### src/rtl/lsu_mem_arbiter.sv
// rtl/lsu_mem_arbiter.sv - three-requester (fetch/load/store) arbiter onto one memory port
//
// Purpose: grants one of fetch, load or store to a single shared memory port,
// with one transaction outstanding at a time. Priority is store > load > fetch,
// except that fetch is promoted after STARVE_LIMIT consecutive losses.
//
// Ports:
//   clock, reset_n                      - clock, asynchronous active-low reset
//   opfetch_*  (valid/index -> ready/operation_done/read_data)  fetch requester
//   opload_*   (valid/index -> ready/operation_done/read_data)  load requester
//   opstore_*  (valid/index/write_mask/write_data -> ready/operation_done)
//   mem_req_*  (valid/is_write/index/wmask/wdata, ready)        memory request
//   mem_rsp_*  (done/rdata)                                     memory response
module lsu_mem_arbiter #(
    parameter int STARVE_LIMIT = 4
) (
    input  logic        clock,
    input  logic        reset_n,
    input  logic        opfetch_index_valid,
    input  logic [18:0] opfetch_index,
    output logic        opfetch_index_ready,
    output logic        opfetch_operation_done,
    output logic [63:0] opfetch_read_data,
    input  logic        opload_index_valid,
    input  logic [18:0] opload_index,
    output logic        opload_index_ready,
    output logic        opload_operation_done,
    output logic [63:0] opload_read_data,
    input  logic        opstore_index_valid,
    input  logic [18:0] opstore_index,
    input  logic [63:0] opstore_write_mask,
    input  logic [63:0] opstore_write_data,
    output logic        opstore_index_ready,
    output logic        opstore_operation_done,
    output logic        mem_req_valid,
    output logic        mem_req_is_write,
    output logic [18:0] mem_req_index,
    output logic [63:0] mem_req_wmask,
    output logic [63:0] mem_req_wdata,
    input  logic        mem_req_ready,
    input  logic        mem_rsp_done,
    input  logic [63:0] mem_rsp_rdata
);

    typedef enum logic [1:0] {ST_IDLE, ST_REQ, ST_WAIT, ST_RESP} state_t;

    localparam int              CW         = $clog2(STARVE_LIMIT + 1);
    localparam logic [CW-1:0]   STARVE_MAX = CW'(STARVE_LIMIT);
    localparam logic [1:0]      G_NONE     = 2'd0;
    localparam logic [1:0]      G_FETCH    = 2'd1;
    localparam logic [1:0]      G_LOAD     = 2'd2;
    localparam logic [1:0]      G_STORE    = 2'd3;

    state_t        r_state;
    state_t        w_next_state;
    logic [1:0]    r_grant;
    logic [18:0]   r_index;
    logic          r_is_write;
    logic [63:0]   r_wmask;
    logic [63:0]   r_wdata;
    logic [63:0]   r_fetch_rdata;
    logic [63:0]   r_load_rdata;
    logic [CW-1:0] r_starve;

    logic [1:0]    w_winner;
    logic          w_idle;
    logic          w_hs;
    logic          w_rsp_take;

    // Winner selection; a starved fetch overrides the fixed priority.
    always_comb begin
        w_winner = G_NONE;
        if (opfetch_index_valid && (r_starve == STARVE_MAX)) begin
            w_winner = G_FETCH;
        end else if (opstore_index_valid) begin
            w_winner = G_STORE;
        end else if (opload_index_valid) begin
            w_winner = G_LOAD;
        end else if (opfetch_index_valid) begin
            w_winner = G_FETCH;
        end
    end

    // reset_n gates the readies so every output is 0 while reset is held.
    assign w_idle = (r_state == ST_IDLE) && reset_n;
    assign w_hs   = w_idle && (w_winner != G_NONE);

    assign opfetch_index_ready = w_idle && (w_winner == G_FETCH);
    assign opload_index_ready  = w_idle && (w_winner == G_LOAD);
    assign opstore_index_ready = w_idle && (w_winner == G_STORE);

    assign opfetch_read_data = r_fetch_rdata;
    assign opload_read_data  = r_load_rdata;

    assign mem_req_is_write = mem_req_valid && r_is_write;
    assign mem_req_index    = mem_req_valid ? r_index : 19'd0;
    assign mem_req_wmask    = mem_req_valid ? r_wmask : 64'd0;
    assign mem_req_wdata    = mem_req_valid ? r_wdata : 64'd0;

    always_ff @(posedge clock or negedge reset_n) begin
        if (!reset_n) begin
            r_state <= ST_IDLE;
        end else begin
            r_state <= w_next_state;
        end
    end

    always_comb begin
        w_next_state           = r_state;
        mem_req_valid          = 1'b0;
        opfetch_operation_done = 1'b0;
        opload_operation_done  = 1'b0;
        opstore_operation_done = 1'b0;
        w_rsp_take             = 1'b0;
        case (r_state)
            ST_IDLE: begin
                if (w_hs) begin
                    w_next_state = ST_REQ;
                end
            end
            ST_REQ: begin
                mem_req_valid = 1'b1;
                if (mem_req_ready) begin
                    if (mem_rsp_done) begin
                        w_next_state = ST_RESP;
                        w_rsp_take   = 1'b1;
                    end else begin
                        w_next_state = ST_WAIT;
                    end
                end
            end
            ST_WAIT: begin
                if (mem_rsp_done) begin
                    w_next_state = ST_RESP;
                    w_rsp_take   = 1'b1;
                end
            end
            ST_RESP: begin
                opfetch_operation_done = (r_grant == G_FETCH);
                opload_operation_done  = (r_grant == G_LOAD);
                opstore_operation_done = (r_grant == G_STORE);
                w_next_state           = ST_IDLE;
            end
            default: w_next_state = ST_IDLE;
        endcase
    end

    always_ff @(posedge clock or negedge reset_n) begin
        if (!reset_n) begin
            r_grant       <= G_NONE;
            r_index       <= 19'd0;
            r_is_write    <= 1'b0;
            r_wmask       <= 64'd0;
            r_wdata       <= 64'd0;
            r_fetch_rdata <= 64'd0;
            r_load_rdata  <= 64'd0;
            r_starve      <= '0;
        end else begin
            if (w_hs) begin
                r_grant    <= w_winner;
                r_is_write <= (w_winner == G_STORE);
                r_wmask    <= (w_winner == G_STORE) ? opstore_write_mask : 64'd0;
                r_wdata    <= (w_winner == G_STORE) ? opstore_write_data : 64'd0;
                case (w_winner)
                    G_STORE: r_index <= opstore_index;
                    G_LOAD:  r_index <= opload_index;
                    default: r_index <= opfetch_index;
                endcase
                // Count only grants that fetch lost while it was waiting.
                if (w_winner == G_FETCH) begin
                    r_starve <= '0;
                end else if (opfetch_index_valid && (r_starve != STARVE_MAX)) begin
                    r_starve <= r_starve + CW'(1);
                end
            end
            if (w_rsp_take) begin
                if (r_grant == G_FETCH) begin
                    r_fetch_rdata <= mem_rsp_rdata;
                end
                if (r_grant == G_LOAD) begin
                    r_load_rdata <= mem_rsp_rdata;
                end
            end
        end
    end

endmodule

### config.mk
export PLATFORM = sky130hd
export DESIGN_NAME = lsu_mem_arbiter
export DESIGN_NICKNAME = d
export VERILOG_FILES = /design/src/rtl/lsu_mem_arbiter.sv
export SDC_FILE = /design/constraint.sdc
export NUM_CORES = 1
export LEC_CHECK = 0
export BUFFER_PORTS_ARGS = -buffer_cell sky130_fd_sc_hd__buf_2
export CORE_AREA = 2 2 209 211
export CTS_BUF_LIST = sky130_fd_sc_hd__clkbuf_8
export CTS_CLUSTER_SIZE = 24
export DETAILED_ROUTE_END_ITERATION = 6
export DIE_AREA = 0 0 211 213
export PLACE_DENSITY_LB_ADDON = 0.08
export RECOVER_POWER = 25
export SYNTH_ARGS = -nofsm -noshare
export SYNTH_HDL_FRONTEND = slang
export SYNTH_SLANG_ARGS = --single-unit
### constraint.sdc
create_clock -name clock -period 2.2 [get_ports clock]
set_input_delay 0.22 -clock clock [delete_from_list [all_inputs] [get_ports clock]]
set_output_delay 0.22 -clock clock [all_outputs]
set_load 0.05 [all_outputs]
==> run_results.csv <==
group,metric,value,unit
clock_network,h-tree-depth,2,
global_route,grt.total_usage,19.4,%
drt,post-route-drc-count,0,
logic_synthesis,synthesis.nets,1154,
placement,dpl_cell_area,15300,um^2
floorplan,dieArea,44900,um^2
finish,nets,1967,
logic_synthesis,netlist_instances,891,
logic_synthesis,ys.flop_type,"dfrtp_1",
finish,layout-drive-gt1-share,50.5,%
setup_path,setup.worst_path.end_class,"primary output",
timing,hold_viol_final,0,
power_and_ir_drop,clkPwrFrac,17.0,%
floorplan,initial_core_util,27.7,%
floorplan,io_pins,539,
logic_synthesis,synthDistinctLibCells,35,
finish,syn_to_final_growth,78.1,%
timing,postLayoutSetupSlackWorst,0.00563,ns
global_route,overflow,0,
setup_path,crit_slowest_cell,"dfrtp_1",
logic_synthesis,async_flop_share,100,%
power_and_ir_drop,power_switching_share,44.7,%
placement,place_ws,0.0457,ns
power_and_ir_drop,p_int,17.2,mW
timing,worst_pin_slew,0.930,ns
logic_synthesis,synth_edf_count,0,
timing,rsz0062_at_grt,"true",
setup_path,worst-path-buf-inv,4,
timing,drv_slew,0,
finish,multi_input_area,4690,um^2
drt,viasPerCell,4.61,
clock_network,clk-insertion-delay-late,0.61,ns
setup_path,cp_slowest_stage_delay,0.39,ns
drt,vias,10500,
setup_path,path_cells,"inv_2 > ha_4 > buf_12 > clkbuf_16 > and2_4 > buf_8",
finish,stdcell_count,2288,
finish,layout_commonest_cell,"buf_2",
power_and_ir_drop,p_seq_share,27.2,%
global_route,grt_pass1_wl,66700,um
clock_network,root_buffer,"clkbuf_8",
setup_path,required,1.98,ns
clock_network,clk_pin_slew_worst_paths,0.06,ns
timing,fmaxAchievable,456,MHz
floorplan,core-area,42700,um^2
setup_path,worstPathArrival,1.97,ns
finish,fillers,3858,
hold_path,min_path_cells,4,
timing,clock_skew,0.0236,ns
placement,dpl.hpwl,29000,um
setup_path,start_kind,"register",
logic_synthesis,synth_top_area_cell,"dfrtp_1",
placement,numPortBuffers,538,
finish,layout_common_cells,"385 x buf_2, 283 x dfrtp_1, 224 x dlygate4sd3_1",
power_and_ir_drop,finalPower,31.0,mW
floorplan,die_x,211,um
setup_path,timing_worst_setup_path_type,"reg2out",
drt,postRouteAntennaNets,0,
drt,routedWlPerCell,20.4,um
global_route,antenna_found_initial,3,
logic_synthesis,seq_area_frac_synth,59.9,%
outcome,outcome,"finished, final reports clean",
clock_network,clock-sinks,283,
power_and_ir_drop,cellPowerDensity,1470,nW/um^2
placement,finalWeightedCongestion,0.776,
logic_synthesis,synth_top_area_share,59.9,%
setup_path,cp_top_family,"buffers and inverters",
floorplan,die_h,213,um
drt,routed_wl,46600,um
clock_network,cts_max_path_buffers,3,
setup_path,worst-path-max-fanout,8,
placement,dp_cells,1937,
logic_synthesis,synth_area_leaders,"dfrtp_1 60%, a22o_1 9.5%, and2_1 7.9%",
power_and_ir_drop,ir_drop,0.661,mV
timing,fin_crit_sh,99.7,%
clock_network,cts_tree,"built",
setup_path,r2r_slack,0.03,ns
finish,final_area,21100,um^2
timing,min_period,2.19,ns
clock_network,cts_buffers,51,
drt,first_pass_iters,4,
setup_path,cp.depth,6,
setup_path,reg2reg_depth,8,
logic_synthesis,yosysWarnings,0,
finish,seqCellArea,7080,um^2
power_and_ir_drop,pwr-share-comb,55.7,%
timing,slew_headroom,38.0,%
hold_path,hp-class,"in2reg",
floorplan,num_rows,76,
power_and_ir_drop,p_sw,13.9,mW
job,maxCapViolCount,0,
logic_synthesis,syn-cell-area,11800,um^2
global_route,grt_pass1_vias,11200,
drt,drt_first_iter_violations,449,
global_route,grt_max_degree,97,
timing,finalSetupViolations,0,
power_and_ir_drop,leakage,10.6,nW
logic_synthesis,synth.avg_cell_area,13.3,um^2
logic_synthesis,ys_seq_elements,283,
[sequential cells by signal (all words and copies together) (netlist names)]
name / count
opfetch_read_data: 64
opload_read_data: 64
r_grant: 2
r_index: 19
r_is_write: 1
r_starve: 3
r_state: 2
r_wdata: 64
r_wmask: 64
[worst paths after layout]
check / from / to
max: r_state[1] / mem_req_index[3]
min: opload_index[9] / r_index[9]
max reg2reg: r_state[1] / opload_read_data[36]
min reg2reg: r_index[9] / r_index[9]
max in group asynchronous: reset_n / r_wmask[47]
min in group asynchronous: reset_n / opload_read_data[41]
[power by group through the flow]
stage                     sequential (mW)  combinational [mW]  clock (mW)
after detailed placement             8.38                13.1           0
after global placement               8.42                13.0           0
after floorplan                      11.6                6.16           0
after global routing                 8.70                18.1        5.72
after CTS                            8.35                15.6        5.48
final                                8.45                17.3        5.29
[synthesized netlist by cell type (2+ instances only)]
library cell  number
a21oi_1            4
a222oi_1           2
a22o_1           128
a22oi_1           19
a2bb2oi_1         18
and2_1           149
and3_1             2
buf_2             32
buf_4              3
buf_6             12
clkbuf_1          24
dfrtp_1          283
ha_1               7
inv_1              7
mux2_1            65
mux2_2            63
nand2_1           26
nand3_1            3
nand4_1            2
nor2_1             3
nor4b_2            2
o21ai_0           24
[stage by stage]
| stage | TNS, ns | hold slack [ns] | util, % |
|---|---|---|---|
| 2_1_floorplan | 0 | -0.0756 | - |
| 3_3_place_gp | 0 | 0.0218 | 35.8 |
| 3_5_place_dp | 0 | 0.0197 | 35.8 |
| 4_1_cts | -3.18 | 0.00326 | 46.7 |
| 5_1_grt | -9.56 | 0.0491 | 49.3 |
| 6_report | 0 | 0.0644 | 49.3 |
[kinds of logic after synthesis]
kind of cell | synth area share, %
flip-flops | 59.9
AO/OA/AOI/OAI | 13.8
AND/OR/NAND/NOR | 9.73
multiplexers | 12.2
buffers and inverters | 3.70
adder cells (fa/ha/maj) | 0.740
[layout make-up]
| class | instances | area share, % |
|---|---|---|
| well taps | 546 | 3.24 |
| repair buffers | 832 | 35.6 |
| diodes | 3 | 0.0356 |
| clock inverters | 23 | 0.855 |
| multi-input cells | 529 | 22.3 |
| clock buffers | 65 | 4.25 |
| inverters | 7 | 0.125 |
| flip-flops and latches | 283 | 33.6 |
[what timing repair did]
item | CTS | global route
hold buffers | 224 | 0
setup buffers | 9 | 11
cloned | 8 | 10
gates resized for setup | 336 | 268
setup endpoints to repair | 152 | 256
pin swaps | 3 | 5
hold endpoints to repair | 342 | 0
[routing by layer]
metal | GRT usage (%) | wire length [um] | vias up
li1 | - | - | 4835
met1 | 24.0 | 19300 | 5259
met2 | 32.3 | 22900 | 389
met3 | 6.35 | 3340 | 63
met4 | 5.59 | 1020 | 0
met5 | 0 | 0 | -
[worst reg2reg max path, stage by stage (launching register included)]
cell,delay [ns]
dfrtp_1,0.39
inv_2,0.12
ha_4,0.21
buf_12,0.18
a21oi_1,0.16
nor4b_4,0.29
buf_12,0.20
buf_12,0.17
mux2_2,0.35
No activity file was read; power rests on OpenSTA's default activity.
